[config.mk]
export PLATFORM = sky130hd
export DESIGN_NAME = aib_tx_arbiter
export DESIGN_NICKNAME = d
export VERILOG_FILES = /design/src/rtl/aib_tx_arbiter.sv
export SDC_FILE = /design/constraint.sdc
export NUM_CORES = 1
export LEC_CHECK = 0
export ABC_CLOCK_PERIOD_IN_PS = 2200
export CORE_AREA = 5 5 145 147
export CTS_CLUSTER_DIAMETER = 200
export DETAILED_ROUTE_END_ITERATION = 8
export DIE_AREA = 0 0 150 152
export GPL_TIMING_DRIVEN = 0
export PLACE_DENSITY = 0.69
export SKIP_LAST_GASP = 1
export SLEW_MARGIN = 5
export SYNTH_ARGS = -nofsm -noshare
export SYNTH_HDL_FRONTEND = slang
export SYNTH_SLANG_ARGS = --single-unit
[constraint.sdc]
create_clock -name i_bus_clk -period 2.2 [get_ports i_bus_clk]
set_clock_uncertainty 0.2 [all_clocks]
set_input_delay 0.22 -clock i_bus_clk [delete_from_list [all_inputs] [get_ports i_bus_clk]]
set_output_delay 0.22 -clock i_bus_clk [all_outputs]
set_load 0.02 [all_outputs]
[src/rtl/aib_tx_arbiter.sv]
// Packet-aware round-robin arbiter sharing one AIB channel Tx bus among NUM_REQ requesters.
// A grant is held for a whole packet; beats reach the channel through one registered stage.
module aib_tx_arbiter #(
   parameter  int NUM_REQ = 4,
   parameter  int DATA_W  = 72,
   localparam int ID_W    = $clog2(NUM_REQ)
) (
   input  logic                      i_bus_clk,
   input  logic                      i_rst_n,
   input  logic [NUM_REQ-1:0]        c_req_en,
   input  logic [NUM_REQ-1:0]        i_req_valid,
   output logic [NUM_REQ-1:0]        o_req_ready,
   input  logic [NUM_REQ*DATA_W-1:0] i_req_data,
   input  logic [NUM_REQ-1:0]        i_req_last,
   output logic                      o_tx_valid,
   input  logic                      i_tx_ready,
   output logic [DATA_W-1:0]         o_tx_data,
   output logic [ID_W-1:0]           o_grant_id,
   output logic                      o_busy
);

   // Handshake: a beat moves from requester k when i_req_valid[k] & o_req_ready[k] at a
   // rising edge, and leaves the output stage when o_tx_valid & i_tx_ready at a rising edge.

   localparam logic [0:0] ST_IDLE   = 1'b0;
   localparam logic [0:0] ST_LOCKED = 1'b1;

   logic [0:0]         state_q;
   logic [ID_W-1:0]    ptr_q;
   logic [ID_W-1:0]    gnt_q;
   logic [ID_W-1:0]    grant_id_q;
   logic               busy_q;
   logic               tx_valid_q;
   logic [DATA_W-1:0]  tx_data_q;

   logic               can_accept;
   logic [NUM_REQ-1:0] cand;
   logic [ID_W-1:0]    win_idx;
   logic               win_found;
   logic [ID_W-1:0]    sel_idx;
   logic               sel_last;
   logic               beat_acc;
   logic [NUM_REQ-1:0] req_ready;
   logic [DATA_W-1:0]  req_beat [NUM_REQ];

   for (genvar k = 0; k < NUM_REQ; k++) begin : g_beat
      assign req_beat[k] = i_req_data[k*DATA_W +: DATA_W];
   end

   assign can_accept = ~tx_valid_q | i_tx_ready;
   assign cand       = i_req_valid & c_req_en;

   // Search starts just past the last served requester and wraps once.
   always_comb begin
      logic [ID_W-1:0] idx;
      idx       = '0;
      win_idx   = '0;
      win_found = 1'b0;
      for (int i = 1; i <= NUM_REQ; i++) begin
         idx = ID_W'((int'(ptr_q) + i) % NUM_REQ);
         if (!win_found && cand[idx]) begin
            win_found = 1'b1;
            win_idx   = idx;
         end
      end
   end

   always_comb begin
      req_ready = '0;
      if (i_rst_n) begin
         if (state_q == ST_IDLE) begin
            if (can_accept && win_found) req_ready[win_idx] = 1'b1;
         end else begin
            req_ready[gnt_q] = can_accept;
         end
      end
   end

   assign sel_idx  = (state_q == ST_IDLE) ? win_idx : gnt_q;
   assign sel_last = i_req_last[sel_idx];
   assign beat_acc = |(i_req_valid & req_ready);

   always_ff @(posedge i_bus_clk) begin
      if (!i_rst_n) begin
         tx_valid_q <= 1'b0;
         tx_data_q  <= '0;
         state_q    <= ST_IDLE;
         ptr_q      <= ID_W'(NUM_REQ - 1);
         gnt_q      <= '0;
         grant_id_q <= '0;
         busy_q     <= 1'b0;
      end else begin
         if (beat_acc) begin
            tx_valid_q <= 1'b1;
            tx_data_q  <= req_beat[sel_idx];
         end else if (i_tx_ready) begin
            tx_valid_q <= 1'b0;
         end

         case (state_q)
            ST_IDLE: begin
               if (beat_acc) begin
                  grant_id_q <= win_idx;
                  if (sel_last) begin
                     ptr_q <= win_idx;
                  end else begin
                     state_q <= ST_LOCKED;
                     gnt_q   <= win_idx;
                     busy_q  <= 1'b1;
                  end
               end
            end
            ST_LOCKED: begin
               // Enable is ignored here so a started packet always completes.
               if (beat_acc && sel_last) begin
                  state_q <= ST_IDLE;
                  ptr_q   <= gnt_q;
                  busy_q  <= 1'b0;
               end
            end
            default: state_q <= ST_IDLE;
         endcase
      end
   end

   assign o_req_ready = req_ready;
   assign o_tx_valid  = tx_valid_q;
   assign o_tx_data   = tx_data_q;
   assign o_grant_id  = grant_id_q;
   assign o_busy      = busy_q;

endmodule
==> results by stage, run 1 <==
Min path:
- The launch point of the worst hold path is o_tx_data[71].
- The kind of path behind the tightest hold check is reg -> reg.

Synth:
- Summed over its instances, the top area cell type makes up 29.8% of the synthesized netlist area.
- For this run, asynchronously set or reset flops after synthesis account for 0%.
- The number of standard cells after synthesis is 884.
- The flip-flop and latch count after synthesis is 81.
- For this run, the register share of the synthesized area comes to 29.8%.
- Sorting the synthesized cells by how often they occur yields nand2_1, nand3_1, dfxtp_1.
- The synthesized design spends more area on one cell type than any other, namely dfxtp_1.
- The average instance in the mapped netlist occupies 6.16 um^2.
- Synthesis instantiated 46 different standard cells from the library.
- The most used flip-flop cell after synthesis is dfxtp_1.
- The cell area after technology mapping is 5450 um^2.
- The cell with the most instances after synthesis is nand2_1.
- The synthesized netlist net count is 1187.
- The number of warning messages in the yosys log is 0.
- The count of flip-flops with a built-in enable after synthesis is 0.
- By area the synthesized netlist is led by dfxtp_1, nand2_1, nand3_1.

Critical path:
- In this run the critical register-to-register path is captured at ptr_q[0].
- The number of cells on the worst reg-to-reg path is 9.
- In this run the worst setup path terminates at ptr_q[0].
- The critical path starts at ptr_q[0].
- The type of element capturing the critical path is a flop.
- STA puts the critical path data required time at 2.25 ns.
- The startpoint of the most critical register-to-register path is ptr_q[0].
- The classification of the worst setup path is reg -> reg.
- For flop-to-flop paths, the worst setup slack is -0.20 ns.
- In this run the worst path has a maximum fanout of 7.
- The worst setup path is launched from a flop.
- For the worst setup path, the data arrival time is 2.45 ns.

Global route:
- Entering global routing, the biggest net connects 13 pins.
- For this run, the total global-route usage over all layers was measured as 24.2%.
- The number of global-route vias before repair came to 7703.
- The overflow left after global routing is 0.
- The first global-routing pass estimated 43400 um of wire.
- The initial antenna violation count was 0.

Power:
- The post-route total power is 6.64 mW.
- Across the VDD grid, the largest voltage drop is 0.355 mV.
- The analysis attributes to cell leakage a power of 4.20 nW.
- In this run the power density over the cells is 624 nW/um^2.

Placement:
- The post-placement setup slack is -1.30 ns.
- The post-placement cell count is 1536.
- The count of input and output buffers is 382.
- The HPWL after detailed placement is 22300 um.
- The placer's final routability congestion estimate is 0.879.
- The post-placement cell area is 9620 um^2.

Status:
- The flow ran to the end, but the final reports show violations.
- The final reports fail on negative setup slack.

Routing:
- After detailed routing, the met2 layer carries 14700 um of wire.
- The number of antenna-violating nets in the routed design is 0.
- The final routed wirelength across all metal layers is 29000 um.
- In the final routed layout, each cell accounts on average for 18.3 um.
- The via density per instance is 4.80.
- The first-pass iteration count of the detailed router is 5.
- Wire segments on met3 add up to 2690 um in the final route.
- After detailed routing, the number of remaining DRC violations is 0.
- For this block, wires on met1 add up to 11000 um.
- The uppermost layer routed is met4.
- The total number of vias is 7602.
- The count of routing violations after the opening detailed-route iteration is 355.

STA:
- Once routing completed, OpenROAD measured the worst setup slack at -0.201 ns.
- Hold is met by 0.250 ns.
- The relative slew slack is 64.0%.
- The time the final worst path needs with I/O delays and setup is 2.40 ns.
- Setup violations remaining at the end of the flow were counted as 83.
- The fraction of the cycle the final worst path needs is 109%.
- Setup repair after global routing could not meet its margin everywhere.
- The maximum clock rate is 416 MHz.
- For the pin with the worst max-slew slack, the measured transition is 0.541 ns.
- The total negative slack is -11.77 ns.
- The number of hold violations in the final report was 0.
- The max-slew violation count came to 0.

Layout:
- The share of the core filled with cells in the final layout is 53.8%.
- After the flow finishes, the layout carries non-filler instances totaling 1585.
- The layout cell share with drive strength beyond 1 is 13.6%.
- At the end of the flow, the number of nets in the layout was 1615.
- Once layout is done, the placed cells without fillers occupy 10600 um^2.
- The growth of design area from synthesis to finish is 95.3%.
- The number of antenna diodes in the final layout is 0.

Die:
- The x dimension of the die is 150 um.
- Pin placement for this block handled 383 I/O pins.
- The floorplan core area is 19800 um^2.
- The die span in y is 152 um.
- The full die area is 22800 um^2.
- Row generation in the floorplan step produced 52 rows.
- The starting utilization of the core area is 27.5%.

Run:
- The tool flagged a number of max-cap violations equal to 0.

CTS:
- The CTS tree is built.
- The root cell of the clock tree is clkbuf_16.
- The clock network latency to the later pin of the worst-skew pair is 0.34 ns.
- The clock passes through at most 2 buffers.
- The clock transition at the registers of the reported paths is 0.06 ns.
- The TritonCTS buffer count is 9.
- The H-tree was split into 3 levels.
- The tree built by TritonCTS fans out to 81 sinks.
- Buffers inserted to repair hold after CTS numbered 0.
==> where the power goes <==
group / total [mW] / switching (mW) / internal [mW]
sequential: 1.74 / 0.106 / 1.63
clock: 1.59 / 0.625 / 0.961
combinational: 3.32 / 1.71 / 1.61
total: 6.64 / 2.44 / 4.20
==> layout by cell type (no fill, tap or decap), types with 3 or more instances in the layout <==
cell type        count
nand3_2             20
clkbuf_8             6
mux2i_2              3
dfxtp_1             78
a21oi_1             71
nor2_4               4
clkbuf_2            14
a21oi_2              4
clkbuf_1             9
dlygate4sd2_1        6
nand2_1            368
buf_4               43
clkdlybuf4s50_1    370
mux2i_1              3
nand3_1            197
nor2_1              12
buf_6               17
nand2b_1             3
buf_2               11
clkbuf_4             3
buf_8                9
clkbuf_16            9
==> state kept, by name (all words and copies together), names as in the netlist, named ones only <==
signal	flops
o_grant_id	2
o_tx_data	72
ptr_q	2
o_busy	1
gnt_q	2
o_tx_valid	1
==> metal layers <==
| metal | vias up | track usage (%) |
|---|---|---|
| met4 | 0 | 6.97 |
| li1 | 3807 | - |
| met5 | - | 0 |
| met1 | 3449 | 27.0 |
| met3 | 31 | 7.03 |
| met2 | 315 | 44.3 |
==> cell families (layout without fill, tap and decap cells) <==
| kind of cell | after synthesis | after routing | share of synthesized area (%) |
|---|---|---|---|
| buf+inv | 77 | 508 | 7.17 |
| mux | 7 | 7 | 1.31 |
| flops | 81 | 81 | 29.8 |
| compound gates | 101 | 101 | 11.5 |
| simple gates | 618 | 618 | 50.3 |
==> repair_timing <==
item                       in CTS  in global routing
pin swaps                      27                  4
setup buffers                  31                  2
gates resized for setup       146                 21
setup endpoints to repair      83                 84
gates cloned                    5                  0
==> worst min path at each step <==
stage / end / depth (start not counted) / slack [ns]
5_1_grt: o_tx_data[37] / 2 / 0.26
3_5_place_dp: o_tx_data[67] / 2 / 0.24
3_3_place_gp: o_tx_data[28] / 2 / 0.24
6_report: o_tx_data[71] / 2 / 0.25
2_1_floorplan: gnt_q[0] / 2 / 0.19
4_1_cts: o_tx_data[67] / 2 / 0.25
==> worst max-delay path, stage by stage (launching register included) <==
cell and delay [ns]:
dfxtp_4 0.37, and3b_1 0.22, o221ai_2 0.14, nand2b_1 0.18, o21ai_4 0.09, buf_6 0.14, o311a_4 0.41, buf_4 0.16
buf_16 0.13, o311ai_2 0.25
==> final cells by class <==
cell class,count,area [um^2]
repair buffers,418,4150
flip-flops and latches,81,1630
plain buffers,73,596
multi-input cells,726,3610
clock buffers,12,267
fillers,2012,9140
inverters,3,11.3
clock inverters,2,37.5
well taps,270,338
Note: power is estimated with default switching activity, not from simulation.
==> run 2, diff against run 1 <==
- CORE_AREA: 5 5 145 147 -> 5 5 147 149
- CTS_BUF_LIST: not set -> sky130_fd_sc_hd__clkbuf_8
- DIE_AREA: 0 0 150 152 -> 0 0 152 154
- PLACE_DENSITY: 0.69 -> 0.68
- SLEW_MARGIN: 5 -> 20
==> run 2 against run 1 <==
Net effect: the flow still finishes with violations (negative setup slack); global-route usage shrank 0.13 points; design area increased by 7.3%; total power decreased by 0.43%; combinational power up 12%; register-to-register slack worse by 0.08 ns; via count increased by 3.4%; critical endpoint is now ptr_q[1]; largest cell class unchanged; highest routed layer unchanged.
==> results by stage, run 2 (synthesis results as in run 1) <==
Routing:
- The final routed wirelength across all metal layers is 30900 um.
- The per-cell routed wire length is 19.4 um.
- In the routed design, unresolved DRC markers number 0.
- The count of routing violations after the opening detailed-route iteration is 409.
- In this run the remaining antenna-violating nets after routing total 0.
- The first-pass iteration count of the detailed router is 4.
- The routed layout has 7860 vias.
- In the routed layout, each cell is associated on average with a via count of 4.92.

CTS:
- The cts-stage hold buffer count is 0.
- The TritonCTS buffer count is 9.
- The root cell of the clock tree is clkbuf_8.
- In this run the number of H-tree levels came out at 3.
- The maximum root-to-sink buffer count is 2.
- Clock-pin slew was measured on the worst setup and hold paths at 0.08 ns.
- The number of sinks handled by clock tree synthesis is 81.
- The CTS tree is built.
- The clock network latency to the later pin of the worst-skew pair is 0.37 ns.

Placement:
- Detailed placement ended at an HPWL of 23300 um.
- In this run the cell area measured after placement is 9620 um^2.
- The congestion estimate from routability-driven global placement came to 0.914.
- The count of input and output buffers is 382.

Critical path:
- The critical path is of the reg -> reg type.
- The critical path goes through nand4b_1 -> o31a_1 -> o21ai_4 -> nor2_4 -> buf_6 -> a41oi_4 -> o311ai_4 -> buf_6 -> buf_12 -> clkbuf_16 -> nand3_2 -> o211ai_1.
- The data arrival time of the critical path is 2.53 ns.
- The slowest cell on the critical path is dfxtp_2.
- The worst endpoint required time is 2.24 ns.
- Of all nets on the critical path, the largest fanout is 8.
- The biggest cell delay along the critical path is 0.43 ns.
- In this design, the critical path's most frequently occurring cell is buf_6.
- STA classifies the critical path startpoint as a flop.
- The type of element capturing the critical path is a flop.

Layout:
- The finished cells cover 11400 um^2.
- The growth of design area from synthesis to finish is 110%.
- Leaving out fill and tap cells, the most frequent cells in the layout are clkdlybuf4s50_1, nand2_1, nand3_1.
- The layout cell share with drive strength beyond 1 is 22.9%.
- Summing all flip-flop and latch instances after layout gives 1630 um^2.
- The net count of the finished layout is 1623.
- Counting the fill cells in the layout gives 1929.
- The most common cell after layout, fill and taps aside is clkdlybuf4s50_1.
- Measured on the finished design, the core utilization comes to 56.9%.
- The total area of multi-input combinational cells is 4270 um^2.
- The register with the most flip-flops in the layout has 72 of them.

STA:
- The time the final worst path needs with I/O delays and setup is 2.48 ns.
- For this run, the top clock speed supported by timing is 402 MHz.
- The max-slew violation count is 0.
- At the pin with the least slew margin, the transition time is 0.765 ns.
- Once routing completed, OpenROAD measured the worst setup slack at -0.285 ns.
- The final setup violation count is 83.
- The number of hold violations in the final report was 0.
- The relative slew slack is 49.0%.
- Of the available clock period, the critical path in the final layout requires 113%.
- Setup repair after global routing could not meet its margin everywhere.

Global route:
- Global routing used 24.1% of the available tracks across all layers.
- The maximum number of pins on one net before global-route repair is 14.
- The number of global-route vias before repair is 7561.
- The initial antenna violation count is 1.
- The total overflow left after global routing is 0.
- The first global-routing pass estimated 44500 um of wire.

Status:
- The checks that failed: negative setup slack.
- The flow ran to the end, but the final reports show violations.

Die:
- The die is 152 um wide.
- The floorplan has 52 rows.
- The I/O pin count is 383.
- The floorplan step defined a die boundary enclosing 23400 um^2.
- The initial utilization of the core area, before any placement, comes to 27.2%.
- The die span in y is 154 um.
- The floorplan core area is 20000 um^2.

Power:
- VDD sags by at most 0.255 mV.
- The leakage power total is 4.38 nW.
- In this run the power density over the cells is 580 nW/um^2.

Min path:
- The kind of path behind the tightest hold check is reg -> reg.

Run:
- The number of max-cap violations is 0.
-- run 2: cell count changes in the layout (fill, tap and decap cells not counted), moves of 4 or more --
cell / change
a21oi_1: -54
a21oi_2: +54
nand3_1: -35
nand2_1: -27
nand2_4: +22
nand3_2: +22
nand3_4: +13
clkbuf_16: -6
buf_4: -5
clkbuf_8: +5
nand2_2: +5
buf_16: +4
-- run 2: metrics by stage --
stage	setup WS, ns	hold WS (ns)	setup TNS [ns]	instances	power, mW
floorplan	0.00410	0.189	0	884	3.28
global placement	-1.28	0.238	-74.68	1536	4.66
detailed placement	-1.31	0.243	-77.34	1536	4.68
CTS	-0.211	0.255	-11.75	1583	6.24
global route	-0.362	0.285	-24.74	1595	6.97
finish	-0.285	0.257	-17.68	1596	6.61
-- run 2: area by class of cell --
cell class	count	area share (%)
diodes	1	0.0219
plain buffers	71	5.10
clock buffers	9	1.09
clock inverters	7	0.570
inverters	3	0.0987
multi-input cells	726	37.4
flip-flops and latches	81	14.3
well taps	270	2.96
repair buffers	428	38.5
-- run 2: report_power, final --
part           internal (mW)  switching [mW]  leakage [nW]
registers               1.63           0.126         0.660
clock network          0.515           0.611        0.0992
logic                   1.79            1.94          3.62
-- run 2: metal layers --
metal / global-route usage (%) / vias up / routed length, um / part of all wire [%]
met1: 27.2 / 3612 / 12000 / 39
met3: 7.03 / 46 / 2500 / 8.1
met4: 7.11 / 0 / 858 / 2.8
li1: - / 3837 / - / -
met5: 0 / - / 0 / 0
met2: 44.0 / 365 / 15600 / 50
-- run 2: path summary, 6_finish.rpt --
| check | startpoint | to | slack [ns] | cells past startpoint |
|---|---|---|---|---|
| worst max register to register | ptr_q[1] | ptr_q[1] | -0.28 | 12 |
| worst max-delay path | ptr_q[1] | ptr_q[1] | -0.28 | 12 |
| worst min register to register | o_tx_data[51] | o_tx_data[51] | 0.26 | 2 |
| worst min-delay path | o_tx_data[51] | o_tx_data[51] | 0.26 | 2 |
-- run 2: timing repair --
item	in CTS	in global routing
pin swaps	27	84
endpoints found under the setup margin	83	83
buffers inserted	24	13
gates resized for setup	156	179
cloned	7	3
-- run 2: critical path, delay by kind of cell, from the launching register on --
family          cells  cell delay, ns
buf+inv             4            0.61
compound gates      5            0.79
flops               1            0.43
simple gates        3            0.32
==> run 3, diff against run 2 <==
- SETUP_SLACK_MARGIN: not set -> 0.4
==> run 3 against run 2 <==
Net effect: the run still ends with negative setup slack left; design area down 3.3%; global-route usage down 0.16 points; first-iteration DRC count down 8.6%; highest routed layer unchanged; hold slack worse by 0.0076 ns; clock power about the same; largest power group unchanged; combinational power down 5.9%; non-clock buffer count down 5; sequential power about the same; routed wire length down 1.2%; critical path depth down 3; die area unchanged; total power down 4.0%.
==> results by stage, run 3 (synthesis results as in run 1) <==
Status:
- The flow ran to the end, but the final reports show violations.
- The checks that failed: negative setup slack.

Power:
- The relative contribution of sequential cells to total power is 27.4%.
- Summed over all nets, the switching power comes to 2.53 mW.
- The clock network accounts for 17.3% of the total power.
- The analysis attributes to cell leakage a power of 4.79 nW.
- In this run the power density over the cells is 575 nW/um^2.
- Cell internal power was estimated by the tool at 3.82 mW.
- The net switching fraction of the power is 39.9%.
- Across the VDD grid, the largest voltage drop is 0.352 mV.
- The power share of the combinational group is 55.3%.

STA:
- The worst path uses 110% of the clock period.
- The number of hold violations in the final report is 0.
- Setup total negative slack on the finished layout was measured at -13.49 ns.
- The max-slew violation count is 0.
- The slew at the pin closest to its max-slew limit is 0.697 ns.
- Setup slack on the critical path of the routed design comes to -0.226 ns.
- The time the final worst path needs with I/O delays and setup is 2.43 ns.
- Derived from the worst setup path, the maximum achievable clock frequency is 412 MHz.
- Setup repair after global routing could not meet its margin everywhere.
- The relative slew slack is 53.5%.
- The final setup violation count is 83.

Die:
- The site row count is 52.
- The floorplan step set the die height to 154 um.
- From left edge to right edge, the die measures 152 um.
- The starting utilization of the core area is 27.2%.
- The I/O pin count is 383.
- The die covers 23400 um^2.
- The core region is 20000 um^2.

Layout:
- The layout cell share with drive strength beyond 1 is 18.3%.
- Measured on the finished design, the core utilization comes to 55.1%.
- The library cells used most frequently in the layout, excluding fill and tap cells, are nand2_1, clkdlybuf4s50_1, nand3_1.
- The register with the most flip-flops in the layout has 72 of them.
- Leaving out fill and tap cells, the most frequent cell in the layout is nand2_1.
- After the last flow step, the layout net total stands at 1618.
- Compared with the post-synthesis result, the final layout area differs by 103%.

Global route:
- The first-pass GRT wire length is 44100 um.
- The initial antenna violation count is 2.
- The maximum number of pins on one net before global-route repair is 14.
- The global-route total usage across every layer is 23.9%.
- The number of global-route vias before repair was 7534.
- Global routing finished with a remaining overflow of 0.

CTS:
- After clock tree synthesis, the clock-pin slew on the worst setup and hold paths is 0.08 ns.
- The tree is rooted in a clkbuf_8.
- The TritonCTS buffer count is 9.
- The maximum root-to-sink buffer count is 2.
- For this design, the CTS-stage hold fixing added 0 buffers.
- The CTS tree is built.
- Clock latency on the worst-skew pair, taken at its later pin, is 0.36 ns.
- The number of sinks handled by clock tree synthesis is 81.
- The number of H-tree levels is 3.

Placement:
- The count of input and output buffers is 382.
- Summed over all nets, the half-perimeter wirelength after detailed placement is 23400 um.
- The placer's final routability congestion estimate is 0.988.

Critical path:
- The internal reg-to-reg setup slack is -0.23 ns.
- The number of cells on the worst reg-to-reg path is 9.
- The startpoint of the most critical register-to-register path is ptr_q[0].
- STA classifies the critical path startpoint as a flop.
- At the worst endpoint, the arrival time is 2.45 ns.
- The worst endpoint required time is 2.23 ns.
- The top fanout value on the critical path is 5.
- The classification of the worst setup path is reg -> reg.
- The type of element capturing the critical path is a flop.
- The worst register-to-register path ends at ptr_q[0].

Routing:
- Summed over all layers, the routed wires come to 30600 um.
- The per-cell routed wire length is 19.2 um.
- The number of DRC violations after detailed routing is 0.
- The number of antenna-violating nets in the routed design is 0.
- The via density per instance is 4.86.
- The pre-antenna-repair detailed-routing pass consisted of 5 iterations.
- After the first detailed-routing iteration, the DRC count stood at 374.
- Detailed routing inserted a total of 7731 vias.

Min path:
- The launch point of the worst hold path is o_tx_data[13].
- The cell depth of the worst hold path is 2.
- The path with the worst hold slack has its endpoint at o_tx_data[13].
- The kind of path behind the tightest hold check is reg -> reg.

Run:
- The number of max-cap violations is 0.
## run 3: worst max-delay path, cell delays in order (launching register included)
cell	delay, ns
dfxtp_4	0.38
and3b_2	0.23
o221ai_4	0.23
nor2b_2	0.32
a41oi_4	0.18
o311a_4	0.20
buf_4	0.16
buf_16	0.14
o21ai_4	0.15
o311ai_4	0.11
## run 3: metal layers
layer,GRT usage (%),share of wire (%)
met1,27.3,40
met2,43.4,50
met3,6.77,7.6
met4,7.06,2.1
met5,0,0
## run 3: how the worst max path moves through the flow
stage               cells after the start  slack [ns]             end           start
global route                           11       -0.33   o_tx_data[28]        ptr_q[0]
floorplan                               9        0.14   o_tx_data[63]        ptr_q[0]
finish                                  9       -0.23        ptr_q[0]        ptr_q[0]
CTS                                     9       -0.19  o_req_ready[0]      o_tx_valid
global placement                        8       -1.14  o_req_ready[3]  i_req_valid[1]
detailed placement                      8       -1.15  o_req_ready[3]  i_req_valid[1]
## run 3: power groups by stage
stage | Combinational, mW | Sequential, mW | Clock, mW
floorplan | 1.39 | 1.94 | 0
global placement | 2.95 | 1.77 | 0
finish | 3.51 | 1.74 | 1.10
global route | 3.77 | 1.76 | 1.19
detailed placement | 2.96 | 1.77 | 0
CTS | 3.37 | 1.74 | 1.14
## run 3: final cells by class
type                            count  area (um^2)
Buffer                             74          606
Timing Repair Buffer              420         4330
Clock inverter                      7         65.1
Sequential cell                    81         1630
Tap cell                          270          338
Antenna cell                        2         5.00
Inverter                            3         13.8
Multi-Input combinational cell    726         3930
Clock buffer                        9          124
Fill cell                        1988         9000
## run 3: repair_timing
action	CTS	global route
pin swaps	39	31
setup buffers	22	9
cloned	7	0
gates resized for setup	168	87
hold endpoints to repair	0	0
setup endpoints to repair	105	107
## run 3: stage by stage
step | instances | power (mW) | setup WS (ns) | hold slack (ns) | area (um^2)
floorplan | 884 | 3.33 | 0.143 | 0.190 | 5560
global placement | 1536 | 4.72 | -1.14 | 0.238 | 9720
detailed placement | 1536 | 4.73 | -1.15 | 0.244 | 9720
CTS | 1581 | 6.24 | -0.192 | 0.255 | 10600
global route | 1592 | 6.72 | -0.329 | 0.274 | 11000
finish | 1592 | 6.35 | -0.226 | 0.249 | 11000
